===== src/rtl/grid_scan_ctrl.sv =====
// rtl/grid_scan_ctrl.sv - raster sweep sequencer for the HPIXELS x VPIXELS grid
// Optional macro BOUNDARY_FLAG_EN adds the registered boundary_out wall flag.
module grid_scan_ctrl #(
  parameter int HPIXELS = 205,
  parameter int VPIXELS = 154,
  parameter int CNT_W   = 16,
  localparam int HW = $clog2(HPIXELS),
  localparam int VW = $clog2(VPIXELS),
  localparam int AW = $clog2(HPIXELS * VPIXELS)
) (
  input  logic             clk_in,
  input  logic             rst_n_in,
  input  logic             start_in,
  input  logic             abort_in,
  input  logic             ready_in,
  output logic             valid_out,
  output logic [HW-1:0]    hor_out,
  output logic [VW-1:0]    vert_out,
  output logic [AW-1:0]    addr_out,
  output logic             last_out,
  output logic             busy_out,
  output logic             done_out,
`ifdef BOUNDARY_FLAG_EN
  output logic             boundary_out,
`endif
  output logic [CNT_W-1:0] sweep_cnt_out
);

  localparam logic [HW-1:0] HMAX = HW'(HPIXELS - 1);
  localparam logic [VW-1:0] VMAX = VW'(VPIXELS - 1);

  typedef enum logic [1:0] {IDLE, SCAN, DONE} state_t;
  state_t state;

  logic [HW-1:0] hor_nxt;
  logic [VW-1:0] vert_nxt;
  logic          last_nxt;

  always_comb begin
    hor_nxt  = hor_out + HW'(1);
    vert_nxt = vert_out;
    if (hor_out == HMAX) begin
      hor_nxt  = '0;
      vert_nxt = vert_out + VW'(1);
    end
    last_nxt = (hor_nxt == HMAX) && (vert_nxt == VMAX);
  end

  // addr tracks the raster position incrementally, so it always equals HPIXELS*vert + hor.
  always_ff @(posedge clk_in or negedge rst_n_in) begin
    if (!rst_n_in) begin
      state         <= IDLE;
      valid_out     <= 1'b0;
      hor_out       <= '0;
      vert_out      <= '0;
      addr_out      <= '0;
      last_out      <= 1'b0;
      busy_out      <= 1'b0;
      done_out      <= 1'b0;
      sweep_cnt_out <= '0;
    end else begin
      case (state)
        IDLE: begin
          done_out <= 1'b0;
          if (start_in) begin
            state     <= SCAN;
            valid_out <= 1'b1;
            busy_out  <= 1'b1;
            hor_out   <= '0;
            vert_out  <= '0;
            addr_out  <= '0;
            last_out  <= 1'b0;
          end
        end
        SCAN: begin
          if (abort_in) begin
            state     <= IDLE;
            valid_out <= 1'b0;
            busy_out  <= 1'b0;
            hor_out   <= '0;
            vert_out  <= '0;
            addr_out  <= '0;
            last_out  <= 1'b0;
          end else if (ready_in) begin
            if (last_out) begin
              state         <= DONE;
              valid_out     <= 1'b0;
              done_out      <= 1'b1;
              sweep_cnt_out <= sweep_cnt_out + CNT_W'(1);
              hor_out       <= '0;
              vert_out      <= '0;
              addr_out      <= '0;
              last_out      <= 1'b0;
            end else begin
              hor_out  <= hor_nxt;
              vert_out <= vert_nxt;
              addr_out <= addr_out + AW'(1);
              last_out <= last_nxt;
            end
          end
        end
        DONE: begin
          state    <= IDLE;
          done_out <= 1'b0;
          busy_out <= 1'b0;
        end
        default: begin
          state     <= IDLE;
          valid_out <= 1'b0;
          busy_out  <= 1'b0;
          done_out  <= 1'b0;
        end
      endcase
    end
  end

`ifdef BOUNDARY_FLAG_EN
  logic bnd_nxt;

  always_comb begin
    bnd_nxt = (hor_nxt == '0) || (hor_nxt == HMAX) || (vert_nxt == '0) || (vert_nxt == VMAX);
  end

  // Follows the same transitions as hor/vert; forced low whenever valid_out will be low.
  always_ff @(posedge clk_in or negedge rst_n_in) begin
    if (!rst_n_in) begin
      boundary_out <= 1'b0;
    end else if (state == IDLE) begin
      boundary_out <= start_in;
    end else if (state == SCAN) begin
      if (abort_in || (ready_in && last_out)) begin
        boundary_out <= 1'b0;
      end else if (ready_in) begin
        boundary_out <= bnd_nxt;
      end
    end else begin
      boundary_out <= 1'b0;
    end
  end
`endif

endmodule


===== config.mk =====
export PLATFORM = sky130hd
export DESIGN_NAME = grid_scan_ctrl
export DESIGN_NICKNAME = d
export VERILOG_FILES = /design/src/rtl/grid_scan_ctrl.sv
export SDC_FILE = /design/constraint.sdc
export NUM_CORES = 1
export LEC_CHECK = 0
export CORE_MARGIN = 2
export CORE_UTILIZATION = 39
export CTS_CLUSTER_DIAMETER = 100
export DETAILED_ROUTE_END_ITERATION = 10
export PLACE_DENSITY = 0.7
export SLEW_MARGIN = 20
export SYNTH_ARGS = -nofsm -noshare
export SYNTH_HDL_FRONTEND = slang
export SYNTH_SLANG_ARGS = --single-unit

===== constraint.sdc =====
create_clock -name clk_in -period 2.5 [get_ports clk_in]
set_input_delay 0.5 -clock clk_in [delete_from_list [all_inputs] [get_ports clk_in]]
set_output_delay 0.5 -clock clk_in [all_outputs]
set_load 0.03 [all_outputs]

**Yosys cells after proc, flatten, opt, wreduce, memory -nomap -nowiden**

Index checks and enable logic that the tools add are counted.

- Register bits: 53
- Input bits: 5
- Output and inout bits: 51

- $add $sub $neg: 4
- Equal/unequal tests: 12
- Mux-type cells: 37
- Bitwise logic cells: 2
- Reduce and logical (&&, ||, !) cells: 9

Operator list:

| cell | count |
|---|---|
| 8-bit two-way mux | 9 |
| 15-bit two-way mux | 4 |
| 8-bit case mux with 2 select lines | 2 |
| 15-bit case mux with 2 select lines | 1 |
| 8-bit == test, second input constant | 3 |
| 16-bit by 1-bit adder with 16-bit output, second input constant | 1 |
| 8-bit by 1-bit adder with 8-bit output, second input constant | 2 |
| 15-bit by 1-bit adder with 15-bit output, second input constant | 1 |
| 1-bit two-way mux | 13 |
| 2-bit != test, second input constant | 5 |
| 3-bit AND reduction | 3 |
| 2-bit two-way mux | 4 |
| 4-bit AND reduction | 2 |
| 3-bit != test, second input constant | 2 |
| 1-bit case mux with 2 select lines | 2 |
| 2-bit case mux with 2 select lines | 1 |
| 1-bit case mux with 3 select lines | 1 |
| 2-bit by 1-bit == test with 1-bit output, second input constant | 1 |
| 2-bit == test, second input constant | 1 |
| 2-bit zero test | 1 |
| 1-bit inverter | 2 |
| 2-bit AND reduction | 1 |
| 2-bit nonzero test | 1 |
| 1-bit logical AND | 1 |

**Longest topological paths before layout**

- Word-level depth: 8
- Mapped depth: 7

**Worst setup path before layout**

No wires, ideal clock.

- Path type: register to register
- Start point: register hor_out[0]
- End point: register last_out
- Setup time: 0.092 ns
- Arrival: 1.802 ns
- Required time: 2.408 ns
- Setup slack: 0.606 ns
- Stages on the path, launching flop included: 8
- Buffers on the path: 0
- Cells stage by stage: dfrtp_1 -> inv_1 -> ha_1 -> nor4b_1 -> nand3_1 -> nor4_1 -> nand4_1 -> o31ai_2

- Word-level cells in the longest chain between the ends: 8
- Elaborated cells between the ends (all ways): 11
- Classes of those cells: add/sub (1); eq/ne (3); mux (6); reduce/logical (1)

RTL lines:

| element | line | text |
|---|---|---|
| from (decl) | 17 | `output logic [HW-1:0] hor_out,` |
| from (signal assigned) | 95 | `hor_out <= hor_nxt;` |
| 8-bit by 1-bit adder with 8-bit output or 8-bit == test (tied branches) | 40, 42 |  |
| 8-bit two-way mux | 42 | `if (hor_out == HMAX) begin` |
| 8-bit == test | 46 | `last_nxt = (hor_nxt == HMAX) && (vert_nxt == VMAX);` |
| 1-bit logical AND (*) | 46 |  |
| 1-bit two-way mux (*) | 85 | `if (last_out) begin` |
| 1-bit two-way mux (*) | 84 | `end else if (ready_in) begin` |
| 1-bit two-way mux (*) | 76 | `if (abort_in) begin` |
| 1-bit case mux with 2 select lines (*) | 62 | `case (state)` |
| to (signal assigned) | 98 | `last_out <= last_nxt;` |
| to (decl) | 20 | `output logic last_out,` |

Mark *: on every way between the ends. The rest lies on a longest branch, timed or not. The select of a mux whose other input is x is not followed.
A chain may end at the register's enable or synchronous reset.

**Worst setup path in the final report**

- Start point: register hor_out[4]
- End point: output port hor_out[4]

No word-level cell between the ends.

==> impl_metrics.yaml <==
run_status:
  outcome: "complete, no violations"
sta:
  fin_skew_ns: 0.00699
  holdWs_ns: 0.297
  period_needed_ns: 2.15
  tns_ns: 0
  rsz0062_at_grt: "no"
  hold_violations: 0
  max_slew_margin: 0.260
  min_period_over_period: 0.860
  setup_viol: 0
  drv_slew: 0
  worst_pin_slew_ns: 1.11
  fmax_mhz: 465
cells_and_area:
  fin_nets: 348
  layout-drive-gt1-share: 0.0855
  antenna_cells: 0
  area_growth_pct: 29.6
  n_fill_cell: 617
synthesis:
  yosys_warnings: 0
  synth_fa_ha_area_frac: 0.0235
  synthCells: 273
  synth-seq-area-share: 0.497
  synthFlopType: "dfrtp_1"
  ys_ff_latch: 53
  synth_edf_count: 0
  syn-cell-area_mm2: 0.00267
  synth-simple-area-share: 0.232
  syn_avg_cell_area_um2: 9.77
  synth_xor_xnor_area_share: 0.115
  yosysUniqueCellTypes: 41
  synth.area.mux_share: 0.00845
  syn_nets: 283
  synth_compound_area_frac: 0.0995
  async_flop_share: 1.00
  synth_top_family_by_area: "simple AND/OR/NAND/NOR gates"
critical_path:
  criticalPathCategory: "register to output port"
  setup.worst_path.start_class: "register"
  critPathTopFamily: "buffers and inverters"
  ff2ff_setup_slack_ns: 0.52
  endpoint_kind: "output port"
  crit_fanout: 11
  worstPathCellList: "clkdlybuf4s50_1"
  r2r_cells: 5
  max_stage_delay_ns: 0.76
  critPathBufInv: 1
  timing.rr.start: "hor_out[5]"
  cp_data_required_time_ns: 2.00
  crit_slowest_cell: "clkdlybuf4s50_1"
  cp.arrival_ns: 1.65
  reg2reg_to: "vert_out[5]"
global_route:
  grt_overflow_total: 0
  grt_max_degree: 54
  grt_pass1_wl_um: 10100
  first_global_vias: 2199
  met2_usage: 0.271
  antenna_found_initial: 0
  busiest_layer: "met2"
  use_met1: 0.227
  track_usage: 0.166
  grt_use_met3: 0.0286
clock_tree:
  worstSkewPairLatency_ns: 0.30
  cts_sinks: 53
  cts_tree: "done"
  postCtsHoldBufs: 0
  cts_setup_buffers: 0
  numCtsBuffers: 5
  path_clk_slew_ns: 0.09
  cts_resized: 0
  root_buffer: "clkbuf_8"
  clk_path_buf_depth: 2
  htree_num_levels: 2
placed_design:
  gp_congestion: 0.809
  io_buffers: 55
  hpwl_um: 4140
detailed_routing:
  drc: 0
  routed_wl_um: 5790
  dr_total_vias: 2204
  drtAntennaViolNets: 0
  dr.pass1.iters: 5
  avgViaCountPerCell: 5.26
  wire_per_inst_um: 13.8
  drt-initial-drc-count: 87
power_and_ir_drop:
  p_leak_nw: 1.45
  clockPowerShare: 0.332
  p_int_w: 0.00119
  swShare: 0.255
  pwr-share-comb: 0.113
  switching_power_w: 0.000407
  seqPwrFrac: 0.555
  powerDensity_mw_per_mm2: 462
  peakVddDrop_uv: 295
floorplan:
  initial_core_util: 0.397
  dieHeight_um: 86.7
  ios: 56
  core-area_mm2: 0.00672
  rows: 30
  die_w_um: 86.7
  die_area_mm2: 0.00751
min_path:
  min_path_type: "input pin to async pin"
flow_run:
  max-cap-violations: 0
cell usage in the layout (no fill, tap or decap), drive strengths merged:
cell type      synthesis  layout
a2111o                 1       1
a2111oi                1       1
a21o                   1       1
a21oi                  9       9
a22o                   4       4
a31oi                  1       1
and2                   1       1
and3                   5       5
and4                   1       1
buf                    1      11
clkbuf                 6       7
clkdlybuf4s50          0      54
clkinv                 0       1
dfrtp                 53      53
ha                     5       5
inv                    8       8
mux2                   2       2
nand2                 30      30
nand2b                 2       2
nand3                 18      18
nand3b                 1       1
nand4                 11      11
nand4b                 1       1
nor2                  29      29
nor2b                  1       1
nor3                   7       7
nor3b                  1       1
nor4                   6       6
nor4b                  1       1
o21ai                 21      21
o21bai                 1       1
o22ai                  2       2
o31ai                  2       2
or3                    3       3
or3b                   2       2
xnor2                 19      19
xor2                  16      16
cells by family (layout without fill, tap and decap cells):
| group | count (synthesis) | count (layout) |
|---|---|---|
| xor gates and xnor gates | 35 | 35 |
| DFF | 53 | 53 |
| muxes | 2 | 2 |
| buffers and inverters | 15 | 81 |
| adders and majority gates | 5 | 5 |
| AOI/OAI and AO/OA | 43 | 43 |
| and+or+nand+nor | 120 | 120 |
power groups by stage:
stage / registers [W] / clock network (W) / logic, W
3_3_place_gp: 0.000901 / 0 / 0.000179
3_5_place_dp: 0.000902 / 0 / 0.000181
5_1_grt: 0.000888 / 0.000576 / 0.000201
2_1_floorplan: 0.000923 / 0 / 0.0000767
4_1_cts: 0.000885 / 0.000542 / 0.000182
6_report: 0.000884 / 0.000530 / 0.000180
metrics by stage:
| step | worst slack [ns] | area [um^2] | utilization | total power, W | cells |
|---|---|---|---|---|---|
| 3_3_place_gp | 0.0833 | 3350 | 0.499 | 0.00108 | 411 |
| 6_report | 0.350 | 3450 | 0.514 | 0.00159 | 419 |
| 3_5_place_dp | 0.0279 | 3350 | 0.499 | 0.00108 | 411 |
| 5_1_grt | 0.254 | 3450 | 0.514 | 0.00167 | 419 |
| 2_1_floorplan | 0.606 | 2670 | - | 0.00100 | 273 |
| 4_1_cts | 0.315 | 3450 | 0.514 | 0.00161 | 419 |
how the worst max path moves through the flow:
stage	start	to	slack [ns]	cells past startpoint
after floorplan	hor_out[0]	last_out	0.61	7
after global placement	abort_in	hor_out[2]	0.08	7
after detailed placement	abort_in	hor_out[2]	0.03	7
after CTS	hor_out[4]	hor_out[4]	0.31	1
after global routing	abort_in	hor_out[2]	0.25	7
final	hor_out[4]	hor_out[4]	0.35	1
synthesized netlist by cell type (all sizes together), types with 3 or more instances:
| cell | number | area share |
|---|---|---|
| ha | 5 | 0.023 |
| xnor2 | 19 | 0.062 |
| a22o | 4 | 0.013 |
| and3 | 5 | 0.012 |
| nand3 | 18 | 0.034 |
| nand4 | 11 | 0.026 |
| nor3 | 7 | 0.017 |
| nand2 | 30 | 0.042 |
| xor2 | 16 | 0.053 |
| dfrtp | 53 | 0.50 |
| nor4 | 6 | 0.016 |
| inv | 8 | 0.011 |
| o21ai | 21 | 0.039 |
| or3 | 3 | 0.0070 |
| nor2 | 29 | 0.045 |
| clkbuf | 6 | 0.0084 |
| a21oi | 9 | 0.017 |
metal layers:
metal,part of all wire,vias up
met3,0.039,5
met4,0.011,0
met1,0.48,1062
met5,0,-
li1,-,1084
met2,0.47,53
final cells by class:
type	count	area (um^2)	share of cell area
flip-flops and latches	53	1330	0.384
inverters	8	30.0	0.00869
clock buffers	7	96.3	0.0279
clock inverters	1	5.00	0.00145
multi-input cells	205	1280	0.369
repair buffers	65	621	0.180
well taps	80	100	0.0290
sequential cells by signal, summed over array words and instances (netlist names):
| name | cells |
|---|---|
| state | 2 |
| hor_out | 8 |
| last_out | 1 |
| done_out | 1 |
| addr_out | 15 |
| valid_out | 1 |
| busy_out | 1 |
| sweep_cnt_out | 16 |
| vert_out | 8 |
Power figures use the tool's default switching activity.
==> RTL edit (same settings) <==
`CNT_W`: 16 -> 20.
--- a/src/rtl/grid_scan_ctrl.sv
+++ b/src/rtl/grid_scan_ctrl.sv
@@ -5,3 +5,3 @@
   parameter int VPIXELS = 154,
-  parameter int CNT_W   = 16,
+  parameter int CNT_W   = 20,
   localparam int HW = $clog2(HPIXELS),
Ports: changed (resized sweep_cnt_out); port bits go from 56 to 60. The function was not compared with the original's and may differ.
==> RTL edit against the original RTL <==
Critical path depth stayed put; wire length grew 16%; cell area is 13% higher; clock power up 48%; total power rose by 19%; clock skew shrank 2.3 ps; area after synthesis up 11%; setup slack gained 56 ps; via count is 12% higher; critical path type unchanged; sequential cell count rose by 4; non-clock buffer count up 7; synthesized cell count up 6.2%.
==> RTL edit: results (changes against the original RTL) <==
| Metric | Value |
|---|---|
| Status | `completed` |
| Pin count of the biggest net entering global routing | `57 (+5.6%)` |
| CTS buffer count | `9 (+4)` |
| Routed WL | `6.71 mm (+16%)` |
| First-pass GRT wire length | `11.6 mm (+15%)` |
| Mapped Cells | `290 (+6.2%)` |
| Hold EP | `sweep_cnt_out[19]$_DFFE_PN0P_` |
| Worst Path Arrival | `1590 ps (-60 ps)` |
| Register clock-pin slew on the reported worst setup and hold paths | `70 ps (-20 ps)` |
| Worst hold path type | `reg -> reg` |
| Vias in the first global route | `2406 (+9.4%)` |
| Synthesized Nets | `300 (+6.0%)` |
| Crit-path max cell delay | `730 ps (-30 ps)` |
| Router iterations before antenna repair | `4 (-1)` |
| Routability-driven placement congestion ratio | `0.873 (+7.8%)` |
| Cell area after layout | `0.00389 mm2 (+13%)` |
| R2R Setup Slk | `610 ps (+90 ps)` |
| Min Hold Slack | `469 ps (+172 ps)` |
| Worst setup path endpoint | `hor_out[2]` |
| GRT Util Overall | `17.4% (+0.78 points)` |
| Hold buffers post-CTS | `1 (+1)` |
| ANT cells | `0 (unchanged)` |
| Vias/cell | `5.30 (+0.70%)` |
| Port bufs | `59 (+7.3%)` |
| Area after DPL | `0.00370 mm2 (+10%)` |
| Skew final | `4.69 ps (-2.30 ps)` |
| Synth top area cells | `dfrtp_1, xnor2_1, o21ai_0` |
| Post-synthesis sequential area ratio | `48.3% (-1.5 points)` |
| Reg2reg path depth | `7 (+2)` |
| Library cells used by synthesis | `46 (+12%)` |
| Lkg Pwr | `0.00165 uW (+14%)` |
| Fin nets | `371 (+6.6%)` |
| H-tree Lvls | `3 (+1)` |
| Placeable Area | `0.00729 mm2 (+8.5%)` |
| Post-synth top cells | `dfrtp_1, nand2_1, o21ai_0` |
| Headroom to the max-slew limit | `75.3% (+49 points)` |
| Largest registers | `sweep_cnt_out (20), addr_out (15)` |
| Slowest CP cell | `clkdlybuf4s50_1` |
| Worst setup path startpoint | `hor_out[2]$_DFFE_PN0P_` |
| Worst VDD drop | `0.376 mV (+28%)` |
| Worst-skew pair later-pin latency | `340 ps (+40 ps)` |
| Worst r2r src | `hor_out[0]$_DFFE_PN0P_` |
| Critical Path Fanout Max | `9 (-2)` |
| Detailed Route Iter0 Violations | `119 (+37%)` |
| Share of layout cells above drive strength 1 | `11.7% (+3.2 points)` |
| HPWL Detailed | `4.61 mm (+12%)` |
[RTL edit: report_power, final]
part | leakage [uW] | internal, uW | total [uW] | switching (uW)
Sequential | 0.000788 | 934 | 950 | 16.6
Clock | 0.0000911 | 407 | 782 | 375
Combinational | 0.000769 | 64.0 | 167 | 103
Total | 0.00165 | 1410 | 1900 | 494
[RTL edit: layout make-up]
cell class | instances | area, um2
clock buffers | 11 | 151
clock inverters | 5 | 30.0
fillers | 695 | 3400
inverters | 7 | 26.3
multi-input cells | 214 | 1440
flip-flops and latches | 57 | 1430
well taps | 99 | 124
repair buffers | 72 | 698
[RTL edit: stage by stage]
step	utilization, %	cells	setup slack (ps)
global placement	50.8	448	198
floorplan	-	290	642
CTS	53.4	465	386
finish	53.4	465	406
detailed placement	50.8	448	155
global route	53.4	465	302
[RTL edit: routing by layer]
| layer | share of wire, % | wire length (um) | up-vias | GRT usage [%] |
|---|---|---|---|---|
| met5 | 0 | 0 | - | 0 |
| met4 | 1.2 | 83 | 0 | 6.06 |
| met3 | 5.1 | 343 | 9 | 5.98 |
| met2 | 47 | 3120 | 69 | 27.1 |
| met1 | 47 | 3160 | 1194 | 22.6 |
| li1 | - | - | 1191 | - |
[RTL edit: kinds of logic (layout without fill, tap and decap cells)]
group	count (synthesis)	after routing	synth area share (%)
buf+inv	19	95	3.09
xor+xnor	33	33	9.78
mux	3	3	1.06
compound gates	54	54	11.1
simple gates	119	119	24.6
flops	57	57	48.3
fa+ha+maj	5	5	2.12
